[src/rtl/simple_bus_pkg.sv]
// simple_bus_pkg: shared types for the two-master simple-bus arbiter.
// Holds the master-source enum, the pending-response record and the
// memory data width used by the arbiter and its pending FIFO.
package simple_bus_pkg;

  localparam int MEM_DATA_W = 64;

  typedef enum logic {
    SRC_ICACHE = 1'b0,
    SRC_DCACHE = 1'b1
  } bus_src_e;

  // One outstanding memory command: who issued it and which 32-bit half
  // of the 64-bit response an instruction fetch wants.
  typedef struct packed {
    bus_src_e src;
    logic     addr2;
  } pending_entry_t;

  function automatic bus_src_e other_src(input bus_src_e s);
    return (s == SRC_ICACHE) ? SRC_DCACHE : SRC_ICACHE;
  endfunction

endpackage

[src/rtl/simple_bus_pending_fifo.sv]
// simple_bus_pending_fifo: in-order record of commands accepted by memory
// but not yet answered. Pointers carry one extra wrap bit so full and empty
// are distinguishable without a separate counter.
module simple_bus_pending_fifo
  import simple_bus_pkg::*;
#(
  parameter int DEPTH = 4
) (
  input  logic           clk,
  input  logic           reset,
  input  logic           push,
  input  pending_entry_t push_entry,
  input  logic           pop,
  output pending_entry_t head,
  output logic           full,
  output logic           empty
);

  localparam int AW = $clog2(DEPTH);

  logic [AW:0]    wr_ptr_q;
  logic [AW:0]    rd_ptr_q;
  pending_entry_t mem_q [DEPTH];

  assign empty = (wr_ptr_q == rd_ptr_q);
  assign full  = (wr_ptr_q[AW] != rd_ptr_q[AW]) &&
                 (wr_ptr_q[AW-1:0] == rd_ptr_q[AW-1:0]);
  assign head  = mem_q[rd_ptr_q[AW-1:0]];

  // Pointer registers; reset discards every outstanding entry.
  always_ff @(posedge clk) begin
    // NOTE: state uses non-blocking assignments so every register samples
    // pre-edge values, independent of block ordering.
    if (reset) begin
      wr_ptr_q <= '0;
      rd_ptr_q <= '0;
    end else begin
      if (push && !full) wr_ptr_q <= wr_ptr_q + 1'b1;
      if (pop && !empty) rd_ptr_q <= rd_ptr_q + 1'b1;
    end
  end

  // Entry storage.
  always_ff @(posedge clk) begin
    // NOTE: storage is not reset; the pointers alone define which entries
    // are valid, so clearing the array would only cost reset fan-out.
    if (push && !full) mem_q[wr_ptr_q[AW-1:0]] <= push_entry;
  end

endmodule

[src/rtl/simple_bus_arbiter.sv]
// simple_bus_arbiter: merges icache and dcache simple-bus commands onto one
// memory port and routes each in-order memory response back to its issuer.
// Build option: define SIMPLE_BUS_ARB_RR_EN for round-robin arbitration;
// otherwise dcache wins every tie and no priority pointer exists.
module simple_bus_arbiter
  import simple_bus_pkg::*;
#(
  parameter int PENDING_DEPTH = 4,
  parameter int ADDR_W        = 64
) (
  input  logic                  clk,
  input  logic                  reset,
  input  logic                  icache_cmd_valid,
  output logic                  icache_cmd_ready,
  input  logic [ADDR_W-1:0]     icache_cmd_payload_addr,
  output logic                  icache_rsp_valid,
  output logic [31:0]           icache_rsp_payload_data,
  input  logic                  dcache_cmd_valid,
  output logic                  dcache_cmd_ready,
  input  logic [ADDR_W-1:0]     dcache_cmd_payload_addr,
  input  logic                  dcache_cmd_payload_wen,
  input  logic [63:0]           dcache_cmd_payload_wdata,
  input  logic [7:0]            dcache_cmd_payload_wstrb,
  input  logic [2:0]            dcache_cmd_payload_size,
  output logic                  dcache_rsp_valid,
  output logic [MEM_DATA_W-1:0] dcache_rsp_payload_data,
  output logic                  mem_cmd_valid,
  input  logic                  mem_cmd_ready,
  output logic [ADDR_W-1:0]     mem_cmd_payload_addr,
  output logic                  mem_cmd_payload_wen,
  output logic [63:0]           mem_cmd_payload_wdata,
  output logic [7:0]            mem_cmd_payload_wstrb,
  output logic [2:0]            mem_cmd_payload_size,
  input  logic                  mem_rsp_valid,
  input  logic [MEM_DATA_W-1:0] mem_rsp_payload_data,
  output logic                  err_spurious_rsp
);

  bus_src_e       grant;
  bus_src_e       prio_src;
  bus_src_e       lock_src_q;
  logic           lock_q;
  logic           req_valid;
  logic           cmd_open;
  logic           fire;
  logic           bypass;
  logic           push;
  logic           pop;
  logic           full;
  logic           empty;
  logic           rsp_route;
  pending_entry_t head;
  pending_entry_t fire_entry;
  pending_entry_t rsp_entry;

`ifdef SIMPLE_BUS_ARB_RR_EN
  bus_src_e rr_q;
  assign prio_src = rr_q;

  // Round-robin pointer: after each fire, the other master gets priority.
  always_ff @(posedge clk) begin
    if (reset)     rr_q <= SRC_ICACHE;
    else if (fire) rr_q <= other_src(grant);
  end
`else
  assign prio_src = SRC_DCACHE;
`endif

  // Grant selection: a stalled command keeps its grant until it fires.
  always_comb begin
    // NOTE: default first so every path assigns grant and no latch forms.
    grant = SRC_ICACHE;
    if (lock_q)                                     grant = lock_src_q;
    else if (icache_cmd_valid && dcache_cmd_valid)  grant = prio_src;
    else if (dcache_cmd_valid)                      grant = SRC_DCACHE;
  end

  assign req_valid        = (grant == SRC_ICACHE) ? icache_cmd_valid : dcache_cmd_valid;
  assign cmd_open         = !reset && !full;
  assign mem_cmd_valid    = cmd_open && req_valid;
  assign icache_cmd_ready = cmd_open && mem_cmd_ready && (grant == SRC_ICACHE) && icache_cmd_valid;
  assign dcache_cmd_ready = cmd_open && mem_cmd_ready && (grant == SRC_DCACHE) && dcache_cmd_valid;
  assign fire             = mem_cmd_valid && mem_cmd_ready;

  // Command payload mux; fetches are fixed 32-bit reads.
  always_comb begin
    mem_cmd_payload_addr  = dcache_cmd_payload_addr;
    mem_cmd_payload_wen   = dcache_cmd_payload_wen;
    mem_cmd_payload_wdata = dcache_cmd_payload_wdata;
    mem_cmd_payload_wstrb = dcache_cmd_payload_wstrb;
    mem_cmd_payload_size  = dcache_cmd_payload_size;
    if (grant == SRC_ICACHE) begin
      mem_cmd_payload_addr  = icache_cmd_payload_addr;
      mem_cmd_payload_wen   = 1'b0;
      mem_cmd_payload_wdata = '0;
      mem_cmd_payload_wstrb = '0;
      mem_cmd_payload_size  = 3'd2;
    end
  end

  // Pending bookkeeping: a response in the fire cycle with nothing queued
  // is answered directly and never enters the FIFO.
  assign fire_entry = '{src: grant, addr2: mem_cmd_payload_addr[2]};
  assign bypass     = empty && fire && mem_rsp_valid;
  assign push       = fire && !bypass;
  assign pop        = mem_rsp_valid && !empty;

  simple_bus_pending_fifo #(
    .DEPTH (PENDING_DEPTH)
  ) u_pending (
    .clk        (clk),
    .reset      (reset),
    .push       (push),
    .push_entry (fire_entry),
    .pop        (pop),
    .head       (head),
    .full       (full),
    .empty      (empty)
  );

  // Response routing.
  assign rsp_entry               = bypass ? fire_entry : head;
  assign rsp_route               = !reset && mem_rsp_valid && (!empty || fire);
  assign icache_rsp_valid        = rsp_route && (rsp_entry.src == SRC_ICACHE);
  assign dcache_rsp_valid        = rsp_route && (rsp_entry.src == SRC_DCACHE);
  assign icache_rsp_payload_data = rsp_entry.addr2 ? mem_rsp_payload_data[63:32]
                                                   : mem_rsp_payload_data[31:0];
  assign dcache_rsp_payload_data = mem_rsp_payload_data;

  // Lock register: remember the grant while memory back-pressures a command.
  always_ff @(posedge clk) begin
    if (reset) begin
      lock_q     <= 1'b0;
      lock_src_q <= SRC_ICACHE;
    end else begin
      lock_q     <= mem_cmd_valid && !mem_cmd_ready;
      lock_src_q <= grant;
    end
  end

  // Sticky flag for a response that has no command to match.
  always_ff @(posedge clk) begin
    if (reset)                                      err_spurious_rsp <= 1'b0;
    else if (mem_rsp_valid && empty && !fire)       err_spurious_rsp <= 1'b1;
  end

endmodule

[config.mk]
export PLATFORM = sky130hd
export DESIGN_NAME = simple_bus_arbiter
export DESIGN_NICKNAME = d
export VERILOG_FILES = /design/src/rtl/simple_bus_pkg.sv /design/src/rtl/simple_bus_pending_fifo.sv /design/src/rtl/simple_bus_arbiter.sv
export SDC_FILE = /design/constraint.sdc
export NUM_CORES = 1
export LEC_CHECK = 0
export CAP_MARGIN = 20
export CORE_AREA = 2 2 203 205
export DETAILED_ROUTE_END_ITERATION = 16
export DIE_AREA = 0 0 205 207
export GPL_TIMING_DRIVEN = 0
export HOLD_SLACK_MARGIN = 0.03
export PLACE_DENSITY_LB_ADDON = 0.15
export SLEW_MARGIN = 20
export SYNTH_ARGS = -nofsm -noshare
export SYNTH_HDL_FRONTEND = slang
export SYNTH_HIERARCHICAL = 1
export SYNTH_SLANG_ARGS = --single-unit
[constraint.sdc]
create_clock -name clk -period 2.65 [get_ports clk]
set_input_delay 0.265 -clock clk [delete_from_list [all_inputs] [get_ports clk]]
set_output_delay 0.265 -clock clk [all_outputs]
set_load 0.02 [all_outputs]
==> results of run 1 <==
-- cells in the mapped netlist (4+ instances only) --
cell / number / area, sq um
buf_1: 6 / 22.5
nand2_1: 194 / 728
nor3b_1: 5 / 37.5
dfxtp_1: 11 / 220
a21oi_1: 4 / 20.0
nor2b_1: 4 / 25.0
inv_1: 6 / 22.5
mux2_1: 30 / 338
o21ai_0: 7 / 35.0
buf_4: 64 / 480
ha_1: 5 / 62.6
clkbuf_1: 17 / 63.8
and2_1: 80 / 500
nand3_1: 5 / 25.0
buf_6: 4 / 45.0
nor2_1: 4 / 15.0
edfxtp_1: 8 / 240
nand4_1: 6 / 37.5
-- metal layers --
metal	track usage (%)	wire length [um]	up-vias
li1	-	-	2598
met1	10.9	8570	2284
met2	21.0	12900	289
met3	2.52	2360	8
met4	0.968	148	0
met5	0	0	-
-- worst max-delay path, stage by stage, from the launching register on --
cell	delay (ns)
dfxtp_4	0.40
xor2_4	0.27
nor3_4	0.10
nor3b_4	0.24
o2111ai_4	0.19
mux2i_4	0.22
buf_12	0.16
buf_12	0.14
mux2_1	0.32
buf_2	0.16
-- report_power, final --
part / total [mW] / internal [mW] / switching (mW)
sequential: 0.356 / 0.328 / 0.0284
clock: 0.312 / 0.202 / 0.109
combinational: 2.35 / 1.29 / 1.06
total: 3.02 / 1.82 / 1.20
-- what timing repair did --
item,in CTS,in global routing
gates cloned,0,1
hold endpoints to repair,0,0
pin swaps,7,2
endpoints found under the setup margin,177,96
hold buffers,0,0
setup buffers,11,7
resized for setup,209,88
-- logic make-up (layout without fill, tap and decap cells) --
kind of cell	count (synthesis)	count (layout)	synth area share, %
fa+ha+maj	5	5	1.92
mux	37	37	13.8
xor+xnor	6	6	1.84
buf+inv	98	635	19.6
flops	19	19	14.1
compound gates	22	22	4.53
simple gates	309	309	44.2
-- area by class of cell --
cell class | instances | area (sq um)
Clock inverter | 1 | 5.00
Timing Repair Buffer | 534 | 5370
Buffer | 90 | 681
Inverter | 7 | 26.3
Tap cell | 532 | 666
Multi-Input combinational cell | 379 | 2340
Clock buffer | 3 | 75.1
Fill cell | 4500 | 30700
Sequential cell | 19 | 475
-- per-stage QoR --
stage | power (mW) | TNS (ns) | worst slack (ns) | util, %
floorplan | 1.31 | 0 | 0.0205 | -
global placement | 2.57 | -125.83 | -1.35 | 22.5
detailed placement | 2.55 | -127.72 | -1.32 | 22.5
CTS | 2.94 | -5.05 | -0.173 | 23.1
global route | 3.20 | -5.41 | -0.208 | 23.9
finish | 3.02 | -2.36 | -0.102 | 23.9
-- path summary, 6_finish.rpt --
kind	startpoint	end	slack [ns]
hold reg to reg	err_spurious_rsp$_SDFFE_PP0P_	err_spurious_rsp$_SDFFE_PP0P_	0.49
setup / recovery	u_pending/rd_ptr_q[0]$_SDFFE_PP0P_	icache_rsp_payload_data[1]	-0.10
hold / removal	reset	err_spurious_rsp$_SDFFE_PP0P_	0.48
setup reg to reg	u_pending/rd_ptr_q[0]$_SDFFE_PP0P_	u_pending/mem_q[0][1]$_DFFE_PP_	0.25
==> qor.txt, run 1 <==
Status: finished, violations left
Violated checks: setup timing
Worst Path Max Fanout: 10
Clock skew: 0.00680 ns
Die height: 207 um
Worst Hold Depth: 2
Post-synth EDFFs: 8
Placed Instances: 1543
CTS root buffer: clkbuf_16
Worst skew pair latency: 0.25 ns
Post-route ant nets: 0
N_diodes: 0
Pleak: 4.36 nW
Final slew viol count: 0
Port-buffer cells: 515
Final WL: 24.0 mm
Placer Congestion: 0.825
Final #Nets: 1313
Fin worst setup slack: -0.102 ns
TritonCTS clock tree: built
Clock slew at reported path FFs: 0.06 ns
Most frequent cells in the layout: clkdlybuf4s50_1, nand2_1, buf_4
Die width: 205 um
DRC violation count after routing: 0
Post-synthesis sequential area ratio: 14.1%
Syn_nets: 775
Syn avg cell area: 6.57 sq um
Fraction of registers with async set/reset: 0%
Final Cell Area: 9630 sq um
Drt first pass iters: 4
Min-Delay Path Class: in2reg
Row count: 74
RSZ-0062 raised after global routing: yes
Actual slew at the worst max-slew pin: 0.577 ns
CP Data Arrival Time: 2.49 ns
Relative slew slack: 61.3%
Syn. warnings: 6
Highest clock rate: 363 MHz
Maximum vdd drop: 0.000186 V
Largest net degree at the start of global routing: 14
Period utilization: 104%
Routed via count: 5179
CP startpoint kind: register
Distinct cells, synth: 39
Netlist Area Pre-Place: 3260 sq um
Via density per instance: 3.31
Antenna violations before repair: 0
Maxcap violations: 0
Most common cell after layout, fill and taps aside: clkdlybuf4s50_1
All-Layer GR Usage: 10.4%
First-pass GRT wire length: 33.2 mm
Endpoint class of the critical path: output pin
Final setup vio count: 32
Primary FF master, synth: dfxtp_1
Reg2Reg Depth: 9
Post-DP HPWL: 20.7 mm
Worst Setup Path Type: reg2out
Sink Count: 19
Post-synthesis sequential element count: 19
Final Hold Fails: 0
DP Area: 9080 sq um
Initial DRC count: 198
Htree depth: 1
Synth Instances: 496
PD cells: 313 nW/um^2
Total grt overflow: 0
Vias in the first global route: 5218
CTS Buffer Depth: 2
DR WL/cell: 15.3 um
Final cell count without fillers: 1565
Area delta synth->final: 196%
Core Region: 40400 sq um
Die Area: 42400 sq um
Initial Util: 8.07%
CP required: 2.38 ns
Number of CTS-inserted buffers: 3
Share of layout cells above drive strength 1: 17.4%
Final hold slack: 0.479 ns
Final min period: 2.75 ns
Ports: 516
Power figures use the tool's default switching activity.
==> run 2: changes to the inputs <==
CORE_AREA = 4 4 196 198   (was 2 2 203 205)
DIE_AREA = 0 0 200 202   (was 0 0 205 207)
SYNTH_HIERARCHICAL = default   (was 1)
==> run 2 against run 1 <==
Compared with the run above:
- the run now ends clean
- via count rose by 25%
- first-iteration DRC count rose by 39%
- final area rose by 4.8%
- area after synthesis rose by 24%
- hold slack got worse by 0.083 ns
- sequential power rose by 7.9%
- largest power group unchanged
- highest routed layer unchanged
==> qor.txt, run 2 <==
Maxcap violations: 0 (unchanged)
Worst Setup Path Type: reg2out (unchanged)
Post-route ant nets: 0 (unchanged)
Post-synth top area cell: nand2_1 (unchanged)
Final WL: 31.7 mm (was 24.0 mm)
Fin worst setup slack: 0.122 ns (was -0.102 ns)
Routed via count: 6485 (was 5179)
Synth Instances: 660 (was 496)
Reg2Reg Depth: 4 (was 9)
Sink Count: 19 (unchanged)
Synth top area share: 21.0% (was 22.3%)
Largest cells by area after synthesis: nand2_1, buf_4, and2_1 (was nand2_1, and2_1, buf_4)
Netlist Area Pre-Place: 4030 sq um (was 3260 sq um)
Fraction of registers with async set/reset: 0% (unchanged)
CP startpoint kind: register (unchanged)
Final setup vio count: 0 (was 32)
Area delta synth->final: 151% (was 196%)
Reg area: 468 sq um (was 475 sq um)
Pre-CTS setup slack: -1.29 ns (was -1.32 ns)
R2R Path Start: u_pending.wr_ptr_q[2]$_SDFFE_PP0P_ (was u_pending/rd_ptr_q[0]$_SDFFE_PP0P_)
TritonCTS clock tree: built (unchanged)
Min-Delay Path Class: in2reg (unchanged)
Vias in the first global route: 6805 (was 5218)
Post-DP HPWL: 27.5 mm (was 20.7 mm)
Most common cell after layout, fill and taps aside: clkdlybuf4s50_1 (unchanged)
DRC violation count after routing: 0 (unchanged)
Final slew viol count: 0 (unchanged)
Post-synth top cells: nand2_1, and2_1, buf_4, nand4_1, clkbuf_1 (was nand2_1, and2_1, buf_4, mux2_1, clkbuf_1)
Largest net degree at the start of global routing: 15 (was 14)
Die height: 202 um (was 207 um)
Hold Crit Start: reset (unchanged)
Highest clock rate: 396 MHz (was 363 MHz)
Distinct cells, synth: 37 (was 39)
All-Layer GR Usage: 14.4% (was 10.4%)
Initial DRC count: 276 (was 198)
CTS Buffer Depth: 2 (unchanged)
Total grt overflow: 0 (unchanged)
Actual slew at the worst max-slew pin: 0.521 ns (was 0.577 ns)
Final #Nets: 1463 (was 1313)
Clock slew at reported path FFs: 0.06 ns (about the same)
Area occupied by multi-input gates: 2890 sq um (was 2340 sq um)
Fillers: 4045 (was 4500)
Worst reg2reg path endpoint: u_pending.mem_q[1][0]$_DFFE_PP_ (was u_pending/mem_q[0][1]$_DFFE_PP_)
Primary FF master, synth: dfxtp_1 (unchanged)
CTS root buffer: clkbuf_16 (unchanged)
Ports: 516 (unchanged)
Syn_nets: 939 (was 775)
CP Data Arrival Time: 2.26 ns (was 2.49 ns)
PD cells: 346 nW/um^2 (was 313 nW/um^2)
Row count: 70 (was 74)
Count leader, synth: nand2_1 (unchanged)
Post-synth EDFFs: 8 (unchanged)
Worst skew pair latency: 0.25 ns (about the same)
Die Area: 40400 sq um (was 42400 sq um)
Worst Path Max Fanout: 10 (unchanged)
Die width: 200 um (was 205 um)
End point of the worst hold path: lock_src_q$_SDFF_PP0_ (was err_spurious_rsp$_SDFFE_PP0P_)
CP required: 2.38 ns (about the same)
Final Hold Fails: 0 (unchanged)
RSZ-0062 raised after global routing: no (was yes)
Post-synthesis sequential area ratio: 11.4% (was 14.1%)
Post-synthesis sequential element count: 19 (unchanged)
Number of CTS-inserted buffers: 3 (unchanged)
R2R Setup Slk: 0.87 ns (was 0.25 ns)
Most frequent cells in the layout: clkdlybuf4s50_1, nand2_1, and2_1 (was clkdlybuf4s50_1, nand2_1, buf_4)
Clock skew: 0.00188 ns (was 0.00680 ns)
Worst Hold Depth: 2 (unchanged)
Status: finished, final reports clean (was finished, violations left)
First-pass GRT wire length: 44.6 mm (was 33.2 mm)
Pleak: 4.88 nW (was 4.36 nW)
Via density per instance: 3.93 (was 3.31)
Antenna violations before repair: 1 (was 0)
Endpoint class of the critical path: output pin (unchanged)
Syn. warnings: 0 (was 6)
Port-buffer cells: 514 (was 515)
DR WL/cell: 19.2 um (was 15.3 um)
Syn avg cell area: 6.10 sq um (was 6.57 sq um)
Post-CTS Hold Fix Bufs: 0 (unchanged)
Core Region: 36500 sq um (was 40400 sq um)
Setup TNS Final: 0 ns (was -2.36 ns)
Drt first pass iters: 5 (was 4)
Period utilization: 95.4% (was 104%)
Placer Congestion: 0.860 (was 0.825)
Final min period: 2.53 ns (was 2.75 ns)
Relative slew slack: 65.2% (was 61.3%)
Maximum vdd drop: 0.000227 V (was 0.000186 V)
Htree depth: 1 (unchanged)
Initial Util: 11.0% (was 8.07%)
Share of layout cells above drive strength 1: 14.7% (was 17.4%)
[run 2: worst max path at each step]
| stage | startpoint | to | slack [ns] | cells past startpoint |
|---|---|---|---|---|
| 6_report | lock_q$_SDFF_PP0_ | icache_rsp_payload_data[29] | 0.12 | 9 |
| 5_1_grt | lock_q$_SDFF_PP0_ | icache_rsp_payload_data[19] | 0.002 | 9 |
| 4_1_cts | register | icache_rsp_payload_data[13] | 0.0001 | 7 |
| 3_5_place_dp | dcache_cmd_valid | icache_rsp_payload_data[2] | -1.29 | 7 |
| 3_3_place_gp | dcache_cmd_valid | icache_rsp_payload_data[2] | -1.25 | 7 |
| 2_1_floorplan | lock_q$_SDFF_PP0_ | icache_rsp_payload_data[10] | 0.71 | 5 |
[run 2: report_power, final]
part           switching, mW  internal, mW  leakage [nW]  total (mW)
Combinational           1.45          1.34          4.67        2.79
Sequential            0.0443         0.339         0.165       0.384
Clock                  0.117         0.204        0.0371       0.321
[run 2: cells by family after synthesis]
family	Yosys count	share of synthesized area, %
compound gates	44	9.32
fa+ha+maj	5	1.55
flops	19	11.4
buf+inv	126	18.3
xor+xnor	8	1.93
mux	7	2.36
simple gates	451	55.1
[run 2: stage by stage]
step           power, mW  util [%]  area, sq um  hold WS (ns)  std cells
2_1_floorplan       1.75         -         4030         0.337        660
3_3_place_gp        3.29      26.7         9760         0.460       1642
3_5_place_dp        3.28      26.7         9760         0.457       1642
4_1_cts             3.59      27.5        10000         0.387       1651
5_1_grt             3.74      27.6        10100         0.428       1652
6_report            3.49      27.6        10100         0.396       1652
[run 2: layout make-up]
class / count / area share (%)
plain buffers: 121 / 8.52
flip-flops and latches: 19 / 4.64
inverters: 5 / 0.223
clock buffers: 3 / 0.744
multi-input cells: 515 / 28.7
clock inverters: 1 / 0.0744
well taps: 468 / 5.80
repair buffers: 519 / 51.3
diodes: 1 / 0.0248
[run 2: layer usage]
layer / GRT usage [%] / part of all wire, % / wire, um / up-vias
li1: - / - / - / 3199
met1: 16.5 / 39 / 12300 / 2937
met2: 26.9 / 51 / 16200 / 322
met3: 3.48 / 7.9 / 2520 / 27
met4: 3.11 / 2.3 / 725 / 0
met5: 0 / 0 / 0 / -
[run 2: worst max-delay path: stages (launching register included)]
cell and delay [ns]:
dfxtp_2 0.38, mux2i_4 0.27, buf_12 0.15, mux2i_4 0.27
buf_12 0.15, buf_4 0.09, clkbuf_4 0.20, nand4_1 0.11
nand3_1 0.10, clkdlybuf4s15_2 0.27
[run 2: timing repair]
item / in CTS / in global routing
gates resized for setup: 189 / 101
gates cloned: 0 / 0
pin swaps: 1 / 0
endpoints found under the setup margin: 185 / 98
buffers inserted: 5 / 0
